## config.mk

```make
export PLATFORM = sky130hd
export DESIGN_NAME = interleave_wr_ctrl
export DESIGN_NICKNAME = d
export VERILOG_FILES = /design/src/rtl/interleave_wr_ctrl.sv
export SDC_FILE = /design/constraint.sdc
export NUM_CORES = 1
export LEC_CHECK = 0
export CORE_ASPECT_RATIO = 0.75
export CORE_UTILIZATION = 60
export CTS_BUF_LIST = sky130_fd_sc_hd__clkbuf_4 sky130_fd_sc_hd__clkbuf_8
export DETAILED_ROUTE_END_ITERATION = 7
export PLACE_DENSITY = 0.85
export RECOVER_POWER = 50
export SLEW_MARGIN = 20
export SYNTH_ARGS = -nofsm -noshare
export SYNTH_HDL_FRONTEND = slang
export SYNTH_SLANG_ARGS = --single-unit
```

## constraint.sdc

```tcl
create_clock -name clk -period 5.7 [get_ports clk]
set_input_delay 1.425 -clock clk [delete_from_list [all_inputs] [get_ports clk]]
set_output_delay 1.425 -clock clk [all_outputs]
set_load 0.02 [all_outputs]
```

## src/rtl/interleave_wr_ctrl.sv

```systemverilog
// Write side of the 802.11a/g block interleaver.
// Coded bits arrive serially and are written one bit per cycle into a
// two-bank (ping-pong) RAM at the first/second permutation address, so
// the reader can pull each subcarrier row out in order.
//
// Bank states (one per bank, held in full_q):
//   state | meaning
//   FREE  | bank may be written by the incoming symbol
//   FULL  | bank holds a complete symbol waiting for the reader
module interleave_wr_ctrl #(
    parameter int NROW = 48
) (
    input  logic       clk,
    input  logic       rst,
    input  logic [1:0] mod_sel,
    input  logic       bit_i,
    input  logic       bit_valid,
    output logic       bit_ready,
    output logic [9:0] ram_waddr,
    output logic       ram_wen,
    output logic       ram_wdata,
    output logic       sym_valid,
    output logic       sym_bank,
    input  logic       sym_release
);

    logic [8:0] k_q, k_d;
    logic [1:0] mode_q, mode_d;
    logic       wb_q, wb_d;
    logic       rb_q, rb_d;
    logic [1:0] full_q, full_d;
    logic       pend_q, pend_d;
    logic       pend_bank_q, pend_bank_d;
    logic       bit_ready_q, bit_ready_d;
    logic       ram_wen_q, ram_wen_d;
    logic [9:0] ram_waddr_q, ram_waddr_d;
    logic       ram_wdata_q, ram_wdata_d;

    logic       accept;
    logic [1:0] eff_mode;
    logic [8:0] last_k;
    logic [3:0] col;
    logic [4:0] sub;
    logic [5:0] col3;
    logic [5:0] row_w;
    logic [2:0] pos_w;
    logic [1:0] sub_div6;
    logic       sub_div3_odd;
    logic [1:0] sub_mod3;
    logic [1:0] col_mod3;
    logic [1:0] rot;

    assign accept = bit_valid & bit_ready_q;

    // Row/position of bit k. With c = k mod 16 and r = k / 16 the first
    // permutation gives i = 3*N_BPSC*c + r, and floor(16*i/N_CBPS) is just c,
    // so each mode collapses to a row of 3*c plus a small term in r, and the
    // second permutation becomes a rotation by c inside groups of s bits.
    always_comb begin
        eff_mode     = (k_q == 9'd0) ? mod_sel : mode_q;
        col          = k_q[3:0];
        sub          = k_q[8:4];
        col3         = {1'b0, col, 1'b0} + {2'b00, col};
        sub_div6     = 2'(sub / 5'd6);
        sub_div3_odd = 1'(sub / 5'd3);
        sub_mod3     = 2'(sub % 5'd3);
        col_mod3     = 2'(col % 4'd3);
        rot          = (sub_mod3 >= col_mod3) ? (sub_mod3 - col_mod3)
                                              : (sub_mod3 + 2'd3 - col_mod3);
        row_w        = col3;
        pos_w        = 3'd0;
        last_k       = 9'(NROW - 1);
        case (eff_mode)
            2'd0: begin
                row_w  = col3 + {1'b0, sub};
                pos_w  = 3'd0;
                last_k = 9'(NROW - 1);
            end
            2'd1: begin
                row_w  = col3 + {2'b00, sub[4:1]};
                pos_w  = {2'b00, sub[0]};
                last_k = 9'(2 * NROW - 1);
            end
            2'd2: begin
                row_w  = col3 + {3'b000, sub[4:2]};
                pos_w  = {1'b0, sub[1], sub[0] ^ col[0]};
                last_k = 9'(4 * NROW - 1);
            end
            default: begin
                row_w  = col3 + {4'b0000, sub_div6};
                pos_w  = (sub_div3_odd ? 3'd3 : 3'd0) + {1'b0, rot};
                last_k = 9'(6 * NROW - 1);
            end
        endcase
    end

    // Accept, bank bookkeeping (fill, delayed FULL mark, release) and
    // the registered RAM write port.
    always_comb begin
        k_d         = k_q;
        mode_d      = mode_q;
        wb_d        = wb_q;
        rb_d        = rb_q;
        full_d      = full_q;
        pend_d      = 1'b0;
        pend_bank_d = pend_bank_q;
        ram_wen_d   = accept;
        ram_waddr_d = ram_waddr_q;
        ram_wdata_d = ram_wdata_q;

        // FULL lands one cycle after the last write so the reader never
        // sees a bank whose final bit is still in flight.
        if (pend_q) begin
            full_d[pend_bank_q] = 1'b1;
        end

        if (sym_release && full_q[rb_q]) begin
            full_d[rb_q] = 1'b0;
            rb_d         = ~rb_q;
        end

        if (accept) begin
            ram_waddr_d = {wb_q, row_w, pos_w};
            ram_wdata_d = bit_i;
            if (k_q == 9'd0) begin
                mode_d = mod_sel;
            end
            if (k_q == last_k) begin
                k_d         = 9'd0;
                wb_d        = ~wb_q;
                pend_d      = 1'b1;
                pend_bank_d = wb_q;
            end else begin
                k_d = k_q + 9'd1;
            end
        end

        bit_ready_d = ~full_d[wb_d];
    end

    // State and output registers.
    always_ff @(posedge clk or posedge rst) begin
        if (rst) begin
            k_q         <= 9'd0;
            mode_q      <= 2'd0;
            wb_q        <= 1'b0;
            rb_q        <= 1'b0;
            full_q      <= 2'b00;
            pend_q      <= 1'b0;
            pend_bank_q <= 1'b0;
            bit_ready_q <= 1'b0;
            ram_wen_q   <= 1'b0;
            ram_waddr_q <= 10'd0;
            ram_wdata_q <= 1'b0;
        end else begin
            k_q         <= k_d;
            mode_q      <= mode_d;
            wb_q        <= wb_d;
            rb_q        <= rb_d;
            full_q      <= full_d;
            pend_q      <= pend_d;
            pend_bank_q <= pend_bank_d;
            bit_ready_q <= bit_ready_d;
            ram_wen_q   <= ram_wen_d;
            ram_waddr_q <= ram_waddr_d;
            ram_wdata_q <= ram_wdata_d;
        end
    end

    assign bit_ready = bit_ready_q;
    assign ram_wen   = ram_wen_q;
    assign ram_waddr = ram_waddr_q;
    assign ram_wdata = ram_wdata_q;
    assign sym_valid = full_q[rb_q];
    assign sym_bank  = rb_q;

endmodule

```

==> out/qor.tcl <==
set qor(cts_setup_buffers) 0
set qor(groute.layer.met2.usage_pct) 39.1
set qor(vias_in_the_first_global_route) 1945
set qor(synth_top_cell_area_share_pct) 28.4
set qor(cts.repair.resized) 0
set qor(grt.met1_usage_pct) 36.7
set qor(fp.dieH_um) 59.5
set qor(yosysTopAreaCell) {sky130_fd_sc_hd__dfrtp_1}
set qor(dp_cell_count) 356
set qor(normalized_max_slew_margin_pct) 32.3
set qor(final_layout_size_suffix_gt1_share_pct) 10.4
set qor(cts_max_level) 2
set qor(max_cap_viol_count) 0
set qor(dr.first_iter.drc_count) 154
set qor(worst_ir_drop_vdd_mv) 0.368
set qor(clock_tree.root_cell) {sky130_fd_sc_hd__clkbuf_8}
set qor(detailed_place_hpwl_mm) 4.05
set qor(grt_pass1_wl_mm) 9.08
set qor(place_congestion) 0.914
set qor(timing.fmax_mhz) 210
set qor(max_slew.worst_pin.slew_ps) 1020
set qor(vias) 2098
set qor(worst_setup_hold_path_clk_slew_ps) 70
set qor(ys_warn_count) 0
set qor(synthArstFlopShare_pct) 100
set qor(place.port_buffers) 21
set qor(postSynth.topFlopCell) {sky130_fd_sc_hd__dfrtp_1}
set qor(layout.cells.non_filler) 363
set qor(final.setup.tns_ps) 0
set qor(detail_route.wl_per_cell_um) 14.5
set qor(drcViolationCount) 0
set qor(holdBufCountCts) 0
set qor(synth_area_leaders) {sky130_fd_sc_hd__dfrtp_1, sky130_fd_sc_hd__ha_1, sky130_fd_sc_hd__o21ai_0}
set qor(insertion_delay_to_the_later_sink_of_the_worst_skew_pair_ps) 290
set qor(routed_wirelength_mm) 5.27
set qor(setup_viol) 0
set qor(unique_masters_post_synth) 64
set qor(nets_finish) 347
set qor(syn_to_final_growth_pct) 12.7
set qor(cts_buffers) 5
set qor(critPathCaptureType) {register}
set qor(number_of_primary_i_o_pins) 22
set qor(crit_path_start_kind) {register}
set qor(worstPathMaxFanout) 16
set qor(drt_first_pass_iters) 4
set qor(finalHoldViolCount) 0
set qor(detail_route.vias_per_cell) 5.78
set qor(dieArea_sq_um) 4680
set qor(netlist_instances) 291
set qor(clock_tree_from_tritoncts) {yes}
set qor(mostFrequentLayoutCells) {sky130_fd_sc_hd__dfrtp_1, sky130_fd_sc_hd__ha_1, sky130_fd_sc_hd__nand2_1, sky130_fd_sc_hd__nor2_1, sky130_fd_sc_hd__inv_1}
set qor(final_period_minus_worst_setup_slack_ps) 4770
set qor(cell_count_of_the_worst_reg_to_reg_path) 20
set qor(initial_utilization_pct) 64.1
set qor(synthesis.area_sq_um) 2650
set qor(setup.worst_path.class) {register to register}
set qor(grt_antenna_before_repair) 0
set qor(power.density_nw_per_um2) 605
set qor(globalRouteMet3Util_pct) 5.69
set qor(final_common_cell) {sky130_fd_sc_hd__dfrtp_1}
set qor(syn-num-nets) 330
set qor(hold_wc_path_type) {register to register}
set qor(grt_setup_unrepaired) {false}
set qor(placementRows) 20
set qor(syn-mean-instance-area_sq_um) 9.09
set qor(final-max-slew-violation-count) 0
set qor(worst-endpoint-arrival_ps) 4940
set qor(grt_busiest_layer) {met2}
set qor(globalRoute.totalOverflow) 0
set qor(grt_max_degree) 26
set qor(power.static_leakage_nw) 1.35
set qor(grt_use_total_pct) 25.5
set qor(clock_path_buffers) 2
set qor(hold-path-cell-count) 2
set qor(postSynthRegisterBits) 30
set qor(design.core.area_sq_um) 4130
set qor(antenna_left) 0
set qor(critPathRequiredTime_ps) 5870
set qor(fp.dieW_um) 78.7
set qor(fraction_of_the_cycle_the_final_worst_path_needs_pct) 83.7
set qor(run_status) {completed}
set qor(synth-seq-area-share_pct) 28.4
set qor(antenna_cells_inserted) 0
set qor(clkSinkCount) 30
set qor(finClkSkew_ps) 10.4
set qor(synth_enable_flop_cells) 0
## kinds of logic after synthesis
family	count (synthesis)	share of synthesized area, %
compound gates	63	15.0
xor+xnor	16	5.58
fa+ha+maj	32	16.3
buf+inv	37	6.05
flops	30	28.4
mux	20	9.18
simple gates	93	19.5
## state kept, by name, indices dropped and copies added, names as in the netlist
name / cells
full_q: 2
ram_wen: 1
wb_q: 1
pend_q: 1
sym_bank: 1
pend_bank_q: 1
bit_ready: 1
k_q: 9
mode_q: 2
ram_wdata: 1
ram_waddr: 10
## per-stage QoR
stage	power [W]	hold slack (ps)	setup slack (ps)	instance area (sq um)	util (%)
2_1_floorplan	0.00130	495	1110	2650	-
3_3_place_gp	0.00155	462	1090	2870	69.6
3_5_place_dp	0.00159	472	946	2870	69.6
4_1_cts	0.00182	487	932	2990	72.3
5_1_grt	0.00200	506	628	2980	72.2
6_report	0.00180	473	929	2980	72.2
## cells in the mapped netlist, types with 2 or more instances
cell type / number
sky130_fd_sc_hd__nor2_1: 24
sky130_fd_sc_hd__a32oi_1: 2
sky130_fd_sc_hd__ha_1: 28
sky130_fd_sc_hd__o21ai_0: 21
sky130_fd_sc_hd__a21oi_1: 14
sky130_fd_sc_hd__nor3_1: 7
sky130_fd_sc_hd__xor2_1: 5
sky130_fd_sc_hd__nor4_2: 2
sky130_fd_sc_hd__nand2b_1: 6
sky130_fd_sc_hd__fa_1: 4
sky130_fd_sc_hd__nand2_1: 24
sky130_fd_sc_hd__o21a_1: 2
sky130_fd_sc_hd__mux2i_1: 7
sky130_fd_sc_hd__nand3_1: 3
sky130_fd_sc_hd__or3_1: 2
sky130_fd_sc_hd__xnor2_1: 10
sky130_fd_sc_hd__clkbuf_1: 9
sky130_fd_sc_hd__a21o_1: 5
sky130_fd_sc_hd__buf_6: 2
sky130_fd_sc_hd__inv_1: 22
sky130_fd_sc_hd__nor3b_1: 3
sky130_fd_sc_hd__mux2_2: 9
sky130_fd_sc_hd__or2_2: 2
sky130_fd_sc_hd__a31oi_1: 2
sky130_fd_sc_hd__o21ai_1: 2
sky130_fd_sc_hd__dfrtp_1: 30
sky130_fd_sc_hd__nand3b_1: 6
sky130_fd_sc_hd__a21boi_0: 2
## final cells by class
class                           count  area, sq um
Multi-Input combinational cell    224         1730
Fill cell                         297         1150
Sequential cell                    30          751
Timing Repair Buffer               24          229
Inverter                           23         86.3
Clock buffer                        6         82.6
Tap cell                           55         68.8
Clock inverter                      1         30.0
## where the power goes
| part | leakage, nW | total (W) | switching (W) | internal (W) |
|---|---|---|---|---|
| Clock | 0.0573 | 0.000219 | 0.0000790 | 0.000140 |
| Sequential | 0.372 | 0.000345 | 0.0000740 | 0.000271 |
| Combinational | 0.917 | 0.00124 | 0.000667 | 0.000573 |
| Total | 1.35 | 0.00180 | 0.000820 | 0.000984 |
## metal layers
metal | vias to the layer above | share of wire (%)
met5 | - | 0
met4 | 0 | 1.1
met3 | 7 | 5.9
met2 | 59 | 44
met1 | 982 | 49
li1 | 1050 | -
## worst max-delay path, stage by stage (launching register included)
cell,delay (ps)
sky130_fd_sc_hd__dfrtp_1,540
sky130_fd_sc_hd__ha_1,370
sky130_fd_sc_hd__or2_2,320
sky130_fd_sc_hd__o21ai_0,290
sky130_fd_sc_hd__nor2_1,80
sky130_fd_sc_hd__a21oi_1,130
sky130_fd_sc_hd__ha_1,180
sky130_fd_sc_hd__inv_1,60
sky130_fd_sc_hd__mux2_2,260
sky130_fd_sc_hd__a211o_1,330
sky130_fd_sc_hd__a21oi_4,230
sky130_fd_sc_hd__xnor2_1,100
sky130_fd_sc_hd__ha_1,210
sky130_fd_sc_hd__fa_1,420
sky130_fd_sc_hd__nand3b_1,110
sky130_fd_sc_hd__o21ai_0,80
sky130_fd_sc_hd__ha_1,200
sky130_fd_sc_hd__fa_1,420
sky130_fd_sc_hd__inv_1,60
sky130_fd_sc_hd__o21ai_0,80
sky130_fd_sc_hd__a22o_1,200
## path summary, 6_finish.rpt
check,from,end,slack [ps]
worst max-delay path,k_q[8],ram_waddr[1],930
worst min-delay path,ram_waddr[6],ram_waddr[6],470
worst max register to register,k_q[8],ram_waddr[1],930
worst min register to register,ram_waddr[6],ram_waddr[6],470
max in group asynchronous,rst,k_q[8],2870
min in group asynchronous,rst,ram_waddr[7],1560
(Power assumes the default switching activity.)
